<file path="src/rtl/sys_bus_pkg.sv">
// Shared types for the system RAM bus arbiter: FSM state encoding, bus-owner
// select codes and the counter width helper.
package sys_bus_pkg;

    typedef enum logic [2:0] {
        CPU_OWN  = 3'd0,
        HANDOVER = 3'd1,
        DMA_OWN  = 3'd2,
        RELEASE  = 3'd3,
        COOLDOWN = 3'd4
    } arb_state_t;

    typedef logic [1:0] owner_t;

    localparam owner_t OWNER_CPU  = 2'd0;
    localparam owner_t OWNER_DMA  = 2'd1;
    localparam owner_t OWNER_NONE = 2'd2;

    // Width able to hold max(a, b) without wrapping; never narrower than 1 bit.
    function automatic int unsigned cnt_width(input int unsigned a, input int unsigned b);
        int unsigned m;
        m = (a > b) ? a : b;
        return (m == 0) ? 1 : $clog2(m + 1);
    endfunction

endpackage

</file>
<file path="src/rtl/sys_bus_mux.sv">
// Combinational owner select for the RAM address/control/write-data lines.
// OWNER_NONE (and any unused code) drives every line low.
module sys_bus_mux
    import sys_bus_pkg::*;
#(
    parameter int unsigned ADDR_W = 8,
    parameter int unsigned DATA_W = 8
) (
    input  owner_t            owner,
    input  logic [ADDR_W-1:0] cpu_address,
    input  logic              cpu_cs,
    input  logic              cpu_write_en,
    input  logic              cpu_oe,
    input  logic [DATA_W-1:0] cpu_databus_out,
    input  logic [ADDR_W-1:0] dma_address,
    input  logic              dma_cs,
    input  logic              dma_write_en,
    input  logic              dma_oe,
    input  logic [DATA_W-1:0] dma_databus_out,
    output logic [ADDR_W-1:0] address,
    output logic              cs,
    output logic              write_en,
    output logic              oe,
    output logic [DATA_W-1:0] databus_out
);

    always_comb begin
        address     = '0;
        cs          = 1'b0;
        write_en    = 1'b0;
        oe          = 1'b0;
        databus_out = '0;
        case (owner)
            OWNER_CPU: begin
                address     = cpu_address;
                cs          = cpu_cs;
                write_en    = cpu_write_en;
                oe          = cpu_oe;
                databus_out = cpu_databus_out;
            end
            OWNER_DMA: begin
                address     = dma_address;
                cs          = dma_cs;
                write_en    = dma_write_en;
                oe          = dma_oe;
                databus_out = dma_databus_out;
            end
            default: ;
        endcase
    end

endmodule

</file>
<file path="src/rtl/sys_bus_arbiter.sv">
// CPU/DMA arbiter for the shared system RAM bus with bounded DMA tenure and a
// CPU cooldown window. Define SYS_BUS_ARB_STATS_EN to add grant/preempt counters.
module sys_bus_arbiter
    import sys_bus_pkg::*;
#(
    parameter int unsigned ADDR_W         = 8,
    parameter int unsigned DATA_W         = 8,
    parameter int unsigned MAX_DMA_CYCLES = 16,
    parameter int unsigned CPU_MIN_CYCLES = 2
) (
    input  logic              Clk,
    input  logic              Rst_n,
    input  logic              Cpu_Idle,
    input  logic [ADDR_W-1:0] Cpu_Address,
    input  logic              Cpu_Cs,
    input  logic              Cpu_Write_en,
    input  logic              Cpu_Oe,
    input  logic [DATA_W-1:0] Cpu_Databus_out,
    input  logic              Dma_Bus_req,
    input  logic [ADDR_W-1:0] Dma_Address,
    input  logic              Dma_Cs,
    input  logic              Dma_Write_en,
    input  logic              Dma_Oe,
    input  logic [DATA_W-1:0] Dma_Databus_out,
    output logic              Dma_Bus_ack,
    output logic              Dma_Preempt,
    output logic              Cpu_Hold,
`ifdef SYS_BUS_ARB_STATS_EN
    output logic [15:0]       Dma_Grant_count,
    output logic [7:0]        Preempt_count,
`endif
    output logic [ADDR_W-1:0] Address,
    output logic              Cs,
    output logic              Write_en,
    output logic              Oe,
    output logic [DATA_W-1:0] Databus_out
);

    localparam int unsigned CNT_W = cnt_width(MAX_DMA_CYCLES, CPU_MIN_CYCLES);
    localparam logic [CNT_W-1:0] CNT_SAT = {CNT_W{1'b1}};
    localparam logic [CNT_W-1:0] DMA_LAST =
        (MAX_DMA_CYCLES == 0) ? '0 : CNT_W'(MAX_DMA_CYCLES - 1);
    localparam logic [CNT_W-1:0] COOL_LAST =
        (CPU_MIN_CYCLES == 0) ? '0 : CNT_W'(CPU_MIN_CYCLES - 1);
    localparam bit LIMIT_EN = (MAX_DMA_CYCLES != 0);
    localparam bit COOL_EN  = (CPU_MIN_CYCLES != 0);

    arb_state_t       state_q, state_d;
    logic [CNT_W-1:0] cnt_q, cnt_d;
    logic             preempt_q, preempt_d;
    owner_t           owner;

    always_ff @(posedge Clk) begin
        if (!Rst_n) begin
            state_q   <= CPU_OWN;
            cnt_q     <= '0;
            preempt_q <= 1'b0;
        end else begin
            state_q   <= state_d;
            cnt_q     <= cnt_d;
            preempt_q <= preempt_d;
        end
    end

    always_comb begin
        state_d   = state_q;
        preempt_d = 1'b0;
        case (state_q)
            CPU_OWN: begin
                if (Dma_Bus_req) state_d = HANDOVER;
            end
            HANDOVER: begin
                // A withdrawn request wins over an idle CPU.
                if (!Dma_Bus_req) state_d = CPU_OWN;
                else if (Cpu_Idle) state_d = DMA_OWN;
            end
            DMA_OWN: begin
                if (!Dma_Bus_req) begin
                    state_d = RELEASE;
                end else if (LIMIT_EN && (cnt_q == DMA_LAST)) begin
                    state_d   = RELEASE;
                    preempt_d = 1'b1;
                end
            end
            RELEASE: begin
                state_d = COOL_EN ? COOLDOWN : CPU_OWN;
            end
            COOLDOWN: begin
                if (cnt_q >= COOL_LAST) state_d = CPU_OWN;
            end
            default: begin
                state_d = CPU_OWN;
            end
        endcase
    end

    // Cleared on entry to a timed state, counts while staying, saturates.
    always_comb begin
        cnt_d = '0;
        if ((state_d == state_q) && ((state_q == DMA_OWN) || (state_q == COOLDOWN))) begin
            cnt_d = (cnt_q == CNT_SAT) ? cnt_q : cnt_q + CNT_W'(1);
        end
    end

    always_comb begin
        owner = OWNER_CPU;
        case (state_q)
            DMA_OWN: owner = OWNER_DMA;
            RELEASE: owner = OWNER_NONE;
            default: ;
        endcase
    end

    assign Dma_Bus_ack = (state_q == DMA_OWN);
    assign Cpu_Hold    = (state_q == HANDOVER) || (state_q == DMA_OWN) || (state_q == RELEASE);
    assign Dma_Preempt = preempt_q;

`ifdef SYS_BUS_ARB_STATS_EN
    logic [15:0] grant_cnt_q;
    logic [7:0]  preempt_cnt_q;

    // Preempts are counted as the pulse is launched so the count lines up with it.
    always_ff @(posedge Clk) begin
        if (!Rst_n) begin
            grant_cnt_q   <= '0;
            preempt_cnt_q <= '0;
        end else begin
            if ((state_q == HANDOVER) && (state_d == DMA_OWN) && (grant_cnt_q != 16'hFFFF)) begin
                grant_cnt_q <= grant_cnt_q + 16'd1;
            end
            if (preempt_d && (preempt_cnt_q != 8'hFF)) begin
                preempt_cnt_q <= preempt_cnt_q + 8'd1;
            end
        end
    end

    assign Dma_Grant_count = grant_cnt_q;
    assign Preempt_count   = preempt_cnt_q;
`endif

    sys_bus_mux #(
        .ADDR_W (ADDR_W),
        .DATA_W (DATA_W)
    ) u_mux (
        .owner           (owner),
        .cpu_address     (Cpu_Address),
        .cpu_cs          (Cpu_Cs),
        .cpu_write_en    (Cpu_Write_en),
        .cpu_oe          (Cpu_Oe),
        .cpu_databus_out (Cpu_Databus_out),
        .dma_address     (Dma_Address),
        .dma_cs          (Dma_Cs),
        .dma_write_en    (Dma_Write_en),
        .dma_oe          (Dma_Oe),
        .dma_databus_out (Dma_Databus_out),
        .address         (Address),
        .cs              (Cs),
        .write_en        (Write_en),
        .oe              (Oe),
        .databus_out     (Databus_out)
    );

endmodule
</file>
<file path="config.mk">
export PLATFORM = sky130hd
export DESIGN_NAME = sys_bus_arbiter
export DESIGN_NICKNAME = d
export VERILOG_FILES = /design/src/rtl/sys_bus_pkg.sv /design/src/rtl/sys_bus_mux.sv /design/src/rtl/sys_bus_arbiter.sv
export SDC_FILE = /design/constraint.sdc
export NUM_CORES = 1
export LEC_CHECK = 0
export BUFFER_PORTS_ARGS = -buffer_cell sky130_fd_sc_hd__buf_2
export CORE_UTILIZATION = 42
export CTS_CLUSTER_DIAMETER = 150
export DETAILED_ROUTE_END_ITERATION = 10
export HOLD_SLACK_MARGIN = 0.1
export PLACE_DENSITY = 0.81
export SETUP_SLACK_MARGIN = 0.02
export SLEW_MARGIN = 20
export SYNTH_ARGS = -nofsm -noshare
export SYNTH_HDL_FRONTEND = slang
export SYNTH_SLANG_ARGS = --single-unit
</file>
<file path="constraint.sdc">
create_clock -name Clk -period 2.6 [get_ports Clk]
set_input_delay 0.39 -clock Clk [delete_from_list [all_inputs] [get_ports Clk]]
set_output_delay 0.39 -clock Clk [all_outputs]
set_load 0.005 [all_outputs]
</file>
==> run metrics, run 1 <==
Area growth syn-to-layout 38.52%; smallest hold slack roughly 0.42 ns; Gate power share 0.284; sequential element share of the synthesized area 0.2175; wire per inst 10.33 um; Switching Share 0.2772; vias in the first global route roughly 640; Max Freq 524.9 MHz; DRC 0; GRT Util Overall 0.1719; Vias/cell 4.658; synth unique cells 28; Reg-to-Reg End cnt_q[3]; port bufs between 60 and 70; CTS sink count 9; Die Height around 46 um; Seq pwr share 0.413; diode count 0; hold path start Cpu_Idle; Mapped Avg Cell Area between 7 and 8 um^2; Hold WC Path Type in -> reg; Core ar. 0.001783 mm^2; Nets 224; RSZ-0062 raised after global routing no; Synth Warn # 0; cell breakdown of the critical path nand2b_2, o21ai_0, buf_2; RD Place Congestion a little over 0.8; share of post-route cells with drive strength above 1 0.3955; Num CTS Buffers 3; Mapped Area a little over 800 um^2; Post-DP HPWL 1673 um; Pleak slightly above 0.0006 uW; initial antenna violation count 0; TNS Setup 0 ns; Fillers ~150; Max-cap violations 0; Final ANT Viol Nets 0; Boundary Pins 64; most common cell after layout, fill and taps aside buf_2; design area 0.001147 mm^2; CTS tree yes; final hold violation count 0; via count of the routed design 941; Total Routed Length 2086 um; status complete, no violations; latest clock arrival within the worst-skew pair 0.26 ns; Peak VDD IR around 0.00033 V; WS Path Type reg -> out; worst path arrival time 1.52 ns; Util after Layout 0.6435; Worst Hold Depth 3; Starting Density 0.4646; FF-to-FF path depth 6; Final Skew 0.004788 ns; cts repair resizes 0; # Post-CTS Setup Buffers 0; die footprint 0.002154 mm^2; first drt pass iteration count 4; Slew @ Worst Pin 0.6687 ns; slowest stage delay, CP 0.44 ns; H-tree depth 1; Critical Path Start Type flip-flop; commonest cells after routing, fill and taps aside 63 x buf_2, 21 x nand2b_1, 20 x nand2_1, 17 x o21ai_0, 9 x dfxtp_1; drt initial violations 19; Slew Viols, Final 0; Pint 258.5 uW; total grt overflow 0; crit end category primary output; Worst Hold Path EP state_q[1]; worst reg-to-reg setup slack 0.93 ns; global-route wire length before repair ~2700 um; Sw Pwr 99.14 uW; setup violators final 0; clk buf depth 2; placed cell area 0.001121 mm^2; Mapped Nets 163; Hold-fix buffers, CTS 0; PD cells 311.7 mW/mm^2; Synth Register Bits 9; Syn Inst Count 117; Clk pwr share 0.303; crit-path max FO 40; Slew headroom 0.5536; clk root buf clkbuf_4; min cycle time layout 1.905 ns; num rows 15; Final Cycle Share 0.7327; largest net degree at the start of global routing 41; chip width between 40 and 50 um; CP max stage cell dfxtp_1; Required @ worst endpoint around 2.2 ns; clk slew on worst S/H paths 0.06 ns; worst r2r src cnt_q[0]
[flip-flops by register name, summed over array words and instances (netlist names)]
register,count
cnt_q,5
state_q,3
Dma_Preempt,1
[metrics by stage]
step | instances | power (uW) | setup WS (ns)
floorplan | 117 | 201.3 | 1.075
global placement | 198 | 250.2 | 0.9964
detailed placement | 198 | 253.0 | 0.9381
CTS | 202 | 362.9 | 0.6719
global route | 202 | 383.6 | 0.5427
finish | 202 | 357.6 | 0.6950
[synthesized netlist by cell type]
cell type / number / area, um^2
buf_4: 1 / 7.510
nor4_4: 1 / 21.27
nand2b_1: 21 / 131.4
and4_1: 1 / 8.760
buf_6: 3 / 33.78
and3_1: 1 / 6.260
inv_1: 2 / 7.510
a21boi_0: 1 / 7.510
xor2_1: 2 / 17.52
a21oi_1: 8 / 40.04
nand3b_1: 1 / 7.510
nand4_1: 1 / 6.260
xnor2_1: 1 / 8.760
nand2_1: 20 / 75.07
nand2b_2: 1 / 8.760
nand4_2: 1 / 12.51
nand4b_1: 2 / 17.52
nand4bb_1: 1 / 11.26
buf_2: 1 / 5.000
and3_2: 1 / 7.510
o21ai_0: 17 / 85.08
ha_1: 4 / 50.05
nor2_1: 8 / 30.03
and2_1: 1 / 6.260
dfxtp_1: 9 / 180.2
o21ai_1: 3 / 15.01
clkbuf_1: 2 / 7.510
nor2b_1: 2 / 12.51
[cell type report]
type	count	area, um^2	area share
inverters	2	7.507	0.006543
well taps	25	31.28	0.02726
repair buffers	63	315.3	0.2748
multi-input cells	99	586.8	0.5115
flip-flops and latches	9	180.2	0.1570
clock buffers	4	26.28	0.02290
[worst max-delay path, delay by kind of cell (launching register included)]
kind	cells	cell delay, ns
buffers and inverters	1	0.15
AO/OA/AOI/OAI	1	0.28
flip-flops	1	0.44
AND/OR/NAND/NOR	1	0.38
[cells by family (layout without fill, tap and decap cells)]
kind of cell	count (synthesis)	in the layout	share of synthesized area
and+or+nand+nor	63	63	0.4381
AOI/OAI and AO/OA	29	29	0.1782
DFF	9	9	0.2175
buffers and inverters	9	69	0.07402
adders and majority gates	4	4	0.06043
xor gates and xnor gates	3	3	0.03173
[how the worst max path moves through the flow]
stage                           from             end  cells past startpoint  slack (ns)
final                     state_q[1]      Address[3]                      3        0.69
after global routing      state_q[1]  Databus_out[4]                      3        0.54
after CTS                 state_q[1]  Databus_out[2]                      3        0.67
after detailed placement    cnt_q[0]        cnt_q[3]                      6        0.94
after global placement      cnt_q[0]        cnt_q[3]                      6         1.0
after floorplan             cnt_q[0]        cnt_q[3]                      6        1.07
[power groups by stage]
stage          clock network [uW]  registers, uW  logic, uW
2_1_floorplan                   0            145       56.7
3_3_place_gp                    0            150       99.9
5_1_grt                       119            149        116
4_1_cts                       113            148        103
6_report                      108            148        102
3_5_place_dp                    0            151        102
[per-layer routing]
metal / vias to the layer above / GRT usage / wire length (um)
met1: 390 / 0.2282 / 939
met3: 0 / 0.05882 / 166
met2: 38 / 0.2667 / 980
met5: - / 0 / 0
li1: 513 / - / -
met4: 0 / 0.03529 / 0
Note: power is estimated with default switching activity, not from simulation.
==> run 2, diff against run 1 <==
--- a/config.mk
+++ b/config.mk
@@ -6,11 +6,11 @@
 export NUM_CORES = 1
 export LEC_CHECK = 0
 export BUFFER_PORTS_ARGS = -buffer_cell sky130_fd_sc_hd__buf_2
-export CORE_UTILIZATION = 42
+export CORE_UTILIZATION = 35
 export CTS_CLUSTER_DIAMETER = 150
 export DETAILED_ROUTE_END_ITERATION = 10
 export HOLD_SLACK_MARGIN = 0.1
-export PLACE_DENSITY = 0.81
+export PLACE_DENSITY = 0.72
 export SETUP_SLACK_MARGIN = 0.02
 export SLEW_MARGIN = 20
 export SYNTH_ARGS = -nofsm -noshare
==> constraint.sdc (replaced) <==
create_clock -name Clk -period 1.75 [get_ports Clk]
set_input_delay 0.2625 -clock Clk [delete_from_list [all_inputs] [get_ports Clk]]
set_output_delay 0.2625 -clock Clk [all_outputs]
set_load 0.005 [all_outputs]
==> run 2 against run 1 <==
  * Cell count increased by 3.0%
  * First-iteration DRC count shrank 58%
  * Core utilization down 10 points
  * Cell area rose by 4.1%
  * Non-clock buffer count is 2 higher
  * Combinational power rose by 63%
  * Register-to-register slack worse by 0.79 ns
  * Clock skew hardly changed
  * Worst setup slack worse by 0.59 ns
  * Global-route usage is 0.051 points lower
  * Clock-buffer cell count is 1 lower
  * Critical path depth up 1
  * Largest cell class unchanged
  * Largest power group unchanged
  * Highest routed layer is now met4
==> run metrics, run 2 (same netlist as run 1, synthesis figures left out) <==
Peak VDD IR 0.0002472 V (-24%); initial antenna violation count 0 (unchanged); WS Path Type reg -> out; Fillers 222 (+45%); clk root buf clkbuf_4; Slew Viols, Final 0 (unchanged); most common cell after layout, fill and taps aside buf_2; PD cells 462.8 mW/mm^2 (+48%); port bufs 63 (unchanged); CP max stage cell dfxtp_1; placed cell area 0.001140 mm^2 (+1.7%); diode count 0 (unchanged); Starting Density 0.3744 (-0.09013); Max Freq 606.2 MHz; clk slew on worst S/H paths 0.06 ns (about the same); Pleak 0.0006352 uW (+2.8%); crit-path max FO 20 (-50%); GRT Util Overall 0.1714 (-0.0005128); clk buf depth 2 (unchanged); number of flip-flops in the largest register 5 (unchanged); Non-Filler Instances 208 (+3.0%); # Post-CTS Setup Buffers 0 (unchanged); latest clock arrival within the worst-skew pair 0.28 ns (+0.02 ns); Final ANT Viol Nets 0 (unchanged); global-route wire length before repair 3339 um (+25%); Post-DP HPWL 1697 um (+1.4%); Slew headroom 0.7815 (+0.2279); cell breakdown of the critical path nand2b_2, nand2_1, o21ai_0, buf_2; wire per inst 10.63 um (+3.0%); chip width 50.65 um (+9.1%); Core ar. 0.002212 mm^2 (+24%); Boundary Pins 64 (unchanged); slowest stage delay, CP 0.44 ns (about the same); Area growth syn-to-layout 44.26%; Die Height 50.65 um (+9.1%); commonest cells after routing, fill and taps aside 63 x buf_2, 21 x nand2b_1, 20 x nand2_1, 17 x o21ai_0, 8 x nor2_1; worst setup margin 0.1005 ns (-0.5945 ns); DP Cell Count 203 (+2.5%); Slew @ Worst Pin 0.3278 ns (-0.3410 ns); setup violators final 0 (unchanged); final hold violation count 0 (unchanged); RSZ-0062 raised after global routing no; drt initial violations 8 (-11); Vias/cell 4.649 (-0.20%); DRC 0 (unchanged); Required @ worst endpoint 1.49 ns (-0.72 ns); vias in the first global route 774 (+21%); worst path arrival time 1.39 ns (-0.13 ns); largest net degree at the start of global routing 41 (unchanged); RD Place Congestion 0.7389 (-10%); die footprint 0.002565 mm^2 (+19%); Max-cap violations 0 (unchanged); CTS sink count 9 (unchanged); via count of the routed design 967 (+2.8%); Final Skew 0.004975 ns (+0.0001871 ns); Util after Layout 0.5402 (-0.1034); Nets 227 (+1.3%); Hold WC Path Type in -> reg; H-tree depth 1 (unchanged); Num CTS Buffers 3 (unchanged); min cycle time layout 1.649 ns; first drt pass iteration count 4 (unchanged); crit end category primary output; TNS Setup 0 ns (unchanged); total grt overflow 0 (unchanged); post-place setup slack 0.04918 ns (-0.8889 ns); share of post-route cells with drive strength above 1 0.4389 (+0.04341); CTS tree yes; Critical Path Start Type flip-flop; status complete, no violations; Most flops, register cnt_q; num rows 17 (+2); Final Cycle Share 0.9426; Total Routed Length 2212 um (+6.0%); design area 0.001195 mm^2 (+4.1%)
==> run 2: cell count changes in the layout (fill, tap and decap cells not counted) <==
cell,before,now
dfxtp_2,0,2
nor2b_1,2,1
nor2b_2,0,1
a21oi_1,8,7
nand4bb_2,0,1
dfxtp_1,9,7
clkinv_2,0,1
clkbuf_1,1,0
a21oi_2,0,1
nand2b_4,0,1
nand4bb_1,1,0
buf_4,0,2
==> run 2: per-layer routing <==
layer / share of wire / vias to the layer above / wire, um / global-route usage
met5: 0 / - / 0 / 0
met4: 0.014 / 0 / 32 / 0.08333
met3: 0.095 / 3 / 211 / 0.04242
met2: 0.46 / 42 / 1020 / 0.2844
met1: 0.43 / 400 / 947 / 0.2036
li1: - / 522 / - / -
==> run 2: worst paths after layout <==
| path | startpoint | cells past startpoint | slack (ns) | endpoint |
|---|---|---|---|---|
| worst max-delay path | state_q[2] | 4 | 0.10 | Address[3] |
| worst min-delay path | Cpu_Idle | 3 | 0.28 | state_q[1] |
| worst max register to register | cnt_q[1] | 6 | 0.14 | cnt_q[3] |
| worst min register to register | state_q[1] | 2 | 0.56 | state_q[1] |
==> run 2: layout make-up <==
| class | instances | area, um^2 | area share |
|---|---|---|---|
| multi-input combinational | 100 | 611.8 | 0.5120 |
| timing repair buffer | 65 | 330.3 | 0.2764 |
| sequential | 9 | 182.7 | 0.1529 |
| tap | 28 | 35.03 | 0.02932 |
| clock buffer | 3 | 22.52 | 0.01885 |
| inverter | 2 | 7.507 | 0.006283 |
| clock inverter | 1 | 5.005 | 0.004188 |
==> run 2: what timing repair did <==
action	4_1_cts	5_1_grt
hold buffers	0	0
cloned	0	1
hold endpoints to repair	0	0
setup endpoints to repair	20	13
pin swaps	0	4
gates resized for setup	1	5
==> run 2: through the flow <==
step,hold slack (ns),power (uW)
3_5_place_dp,0.5411,380.0
4_1_cts,0.2859,548.4
3_3_place_gp,0.5067,376.4
6_report,0.2814,553.0
5_1_grt,0.2950,591.8
2_1_floorplan,0.4163,299.1
==> run 2: critical path, delay by kind of cell (launching register included) <==
kind | cells | cell delay [ns]
AND/OR/NAND/NOR | 2 | 0.46
buffers and inverters | 1 | 0.14
AO/OA/AOI/OAI | 1 | 0.07
flip-flops | 1 | 0.44
==> run 2: report_power, final <==
part           switching, uW  leakage (uW)  internal, uW
clock                   89.6     0.0000177          84.9
combinational           72.3      0.000544          94.1
sequential              4.11     0.0000738           208
==> run 3, diff against run 2 <==
--- a/config.mk
+++ b/config.mk
@@ -5,12 +5,13 @@
 export SDC_FILE = /design/constraint.sdc
 export NUM_CORES = 1
 export LEC_CHECK = 0
+export ABC_AREA = 1
 export BUFFER_PORTS_ARGS = -buffer_cell sky130_fd_sc_hd__buf_2
-export CORE_UTILIZATION = 35
+export CORE_UTILIZATION = 33
 export CTS_CLUSTER_DIAMETER = 150
 export DETAILED_ROUTE_END_ITERATION = 10
 export HOLD_SLACK_MARGIN = 0.1
-export PLACE_DENSITY = 0.72
+export PLACE_DENSITY = 0.71
 export SETUP_SLACK_MARGIN = 0.02
 export SLEW_MARGIN = 20
 export SYNTH_ARGS = -nofsm -noshare
==> run 3 against run 2 <==
  * Wire length fell by 9.1%
  * Die area is 6.5% lower
  * Largest cell class unchanged
  * Synthesized cell count is 17% lower
  * Clock-buffer cell count rose by 1
  * Flip-flop and latch count stayed put
  * Register-to-register slack improved by 0.04 ns
  * Cell area down 9.2%
  * Worst setup slack improved by 0.026 ns
  * Critical path depth up 1
  * Cell count shrank 8.7%
  * Combinational power decreased by 8%
  * Sequential power about the same
==> run metrics, run 3 <==
Synth area leaders dfxtp_1 25%, a22o_1 23%, nor2_1 9.3%; worst path arrival time 1.36 ns (-0.03 ns); crit-path max FO 20 (unchanged); Async SR Flop Fraction 0 (unchanged); TNS Setup 0 ns (unchanged); Critical Path Start Type flip-flop; most frequent cell after synthesis a22o_1; final hold violation count 0 (unchanged); drt initial violations 13 (+5); # Post-CTS Setup Buffers 0 (unchanged); Pwr Total 530.0 uW (-4.2%); clk root buf clkbuf_4; global-route wire length before repair 3325 um (-0.42%); Required @ worst endpoint 1.49 ns (about the same); total grt overflow 0 (unchanged); Final Cycle Share 0.9275 (-0.01509); most common cell after layout, fill and taps aside buf_2; Most flops, register cnt_q; Mapped Area 728.2 um^2 (-12%); diode count 0 (unchanged); Area growth syn-to-layout 48.97%; Max Freq 616.1 MHz (+1.6%); Max-cap violations 0 (unchanged); Final ANT Viol Nets 0 (unchanged); WS Path Type reg -> out; Peak VDD IR 0.0003661 V (+48%); Slew @ Worst Pin 0.2740 ns (-0.05381 ns); commonest cells after routing, fill and taps aside 63 x buf_2, 19 x a22o_1, 18 x nor2_1; clk slew on worst S/H paths 0.07 ns (about the same); Mapped Avg Cell Area 7.507 um^2 (+6.0%); CP max stage cell dfxtp_1; Worst Hold Depth 3 (unchanged); first drt pass iteration count 4 (unchanged); Final Skew 0.009221 ns (+0.004246 ns); worst r2r src cnt_q[0]; Synth Warn # 0 (unchanged); slowest stage delay, CP 0.39 ns (-0.05 ns); Post-DP HPWL 1656 um (-2.4%); RD Place Congestion 0.8670 (+17%); synth unique cells 18 (-36%); Synth Register Bits 9 (unchanged); share of post-route cells with drive strength above 1 0.4785 (+0.03964); Reg-to-Reg End cnt_q[3]; clk buf depth 2 (unchanged); hold path start Rst_n; cell breakdown of the critical path nand2_2, nor2_1, buf_6, a22o_1, buf_2; Post-synth EDFFs 0 (unchanged); sequential element share of the synthesized area 0.2474 (+0.02990); vias in the first global route 794 (+2.6%); initial antenna violation count 0 (unchanged); min cycle time layout 1.623 ns (-0.02641 ns); Hold WC Path Type in -> reg; die footprint 0.002399 mm^2 (-6.5%); Nets 210 (-7.5%); Hold-fix buffers, CTS 0 (unchanged); H-tree depth 1 (unchanged); Synth top area share 0.2474 (+0.02990); num rows 16 (-1); CTS tree yes; chip width 48.98 um (-3.3%); Slew headroom 0.8159 (+0.03447); Pleak 0.0005777 uW (-9.0%); Primary FF master, synth dfxtp_1; crit end category primary output; setup violators final 0 (unchanged); RSZ-0062 raised after global routing no; status complete, no violations; latest clock arrival within the worst-skew pair 0.27 ns (about the same); Num CTS Buffers 3 (unchanged); Die Height 48.98 um (-3.3%); DRC 0 (unchanged); PD cells 488.6 mW/mm^2 (+5.6%); largest net degree at the start of global routing 21 (-49%); Util after Layout 0.5365 (-0.003648); Boundary Pins 64 (unchanged); Worst Hold Path EP state_q[0]; Starting Density 0.3601 (-0.01429); Core ar. 0.002022 mm^2 (-8.6%); top cells by count, synth 19 x a22o_1, 18 x nor2_1, 9 x dfxtp_1, 9 x inv_1, 9 x nand2_1; Slew Viols, Final 0 (unchanged); CTS sink count 9 (unchanged); Mapped Nets 143 (-12%); port bufs 63 (unchanged); Syn Inst Count 97 (-17%); wire per inst 10.58 um (-0.52%); via count of the routed design 924 (-4.4%); Synth area leader dfxtp_1; GRT Util Overall 0.1739 (+0.002481); number of flip-flops in the largest register 5 (unchanged); FF-to-FF path depth 8 (+2); Total Routed Length 2010 um (-9.1%); Vias/cell 4.863 (+4.6%); worst reg-to-reg setup slack 0.18 ns (+0.04 ns); cts repair resizes 0 (-1)
-- run 3: area by class of cell --
cell class | count | area (um^2)
clock buffers | 4 | 26.28
flip-flops and latches | 9 | 180.2
multi-input cells | 74 | 465.4
repair buffers | 66 | 341.6
well taps | 27 | 33.78
inverters | 10 | 37.54
fillers | 197 | 937.1
-- run 3: logic make-up after synthesis --
logic type               after synthesis  synth area share
AO/OA/AOI/OAI                         26            0.2766
XOR/XNOR                               3           0.03609
adder cells (fa/ha/maj)                4           0.06873
buffers and inverters                 14            0.1134
flip-flops                             9            0.2474
AND/OR/NAND/NOR                       41            0.2577
-- run 3: stage by stage --
stage / setup WS [ns] / cells / instance area, um^2 / hold slack, ns
2_1_floorplan: 0.3219 / 97 / 728.2 / 0.3667
3_3_place_gp: 0.2585 / 186 / 1055 / 0.5222
3_5_place_dp: 0.1968 / 186 / 1055 / 0.5192
4_1_cts: 0.1039 / 190 / 1081 / 0.2446
5_1_grt: 0.01900 / 190 / 1085 / 0.2702
6_report: 0.1269 / 190 / 1085 / 0.2491
-- run 3: worst max-delay path by stage --
stage / startpoint / end / slack [ns] / cells after the start
2_1_floorplan: cnt_q[0] / cnt_q[3] / 0.32 / 8
3_3_place_gp: cnt_q[0] / cnt_q[3] / 0.26 / 8
3_5_place_dp: cnt_q[0] / cnt_q[3] / 0.20 / 8
4_1_cts: state_q[1] / Databus_out[2] / 0.10 / 5
5_1_grt: state_q[1] / Cs / 0.02 / 5
6_report: state_q[1] / Address[5] / 0.13 / 5
-- run 3: metal layers --
metal | vias to the layer above | routed length (um) | global-route usage
met2 | 43 | 1032 | 0.3171
met5 | - | 0 | 0
li1 | 465 | - | -
met3 | 4 | 193 | 0.04361
met4 | 0 | 21 | 0.07843
met1 | 412 | 763 | 0.1864
-- run 3: power breakdown --
| part | total (uW) | switching [uW] | internal (uW) |
|---|---|---|---|
| logic | 153 | 62.9 | 89.6 |
| registers | 212 | 4.01 | 208 |
| clock network | 166 | 77.6 | 88.0 |
| total | 530 | 145 | 385 |
-- run 3: critical path: cells and delay by family (launching register included) --
kind | cells | cell delay (ns)
compound gates | 1 | 0.15
buf+inv | 2 | 0.30
flops | 1 | 0.39
simple gates | 2 | 0.23
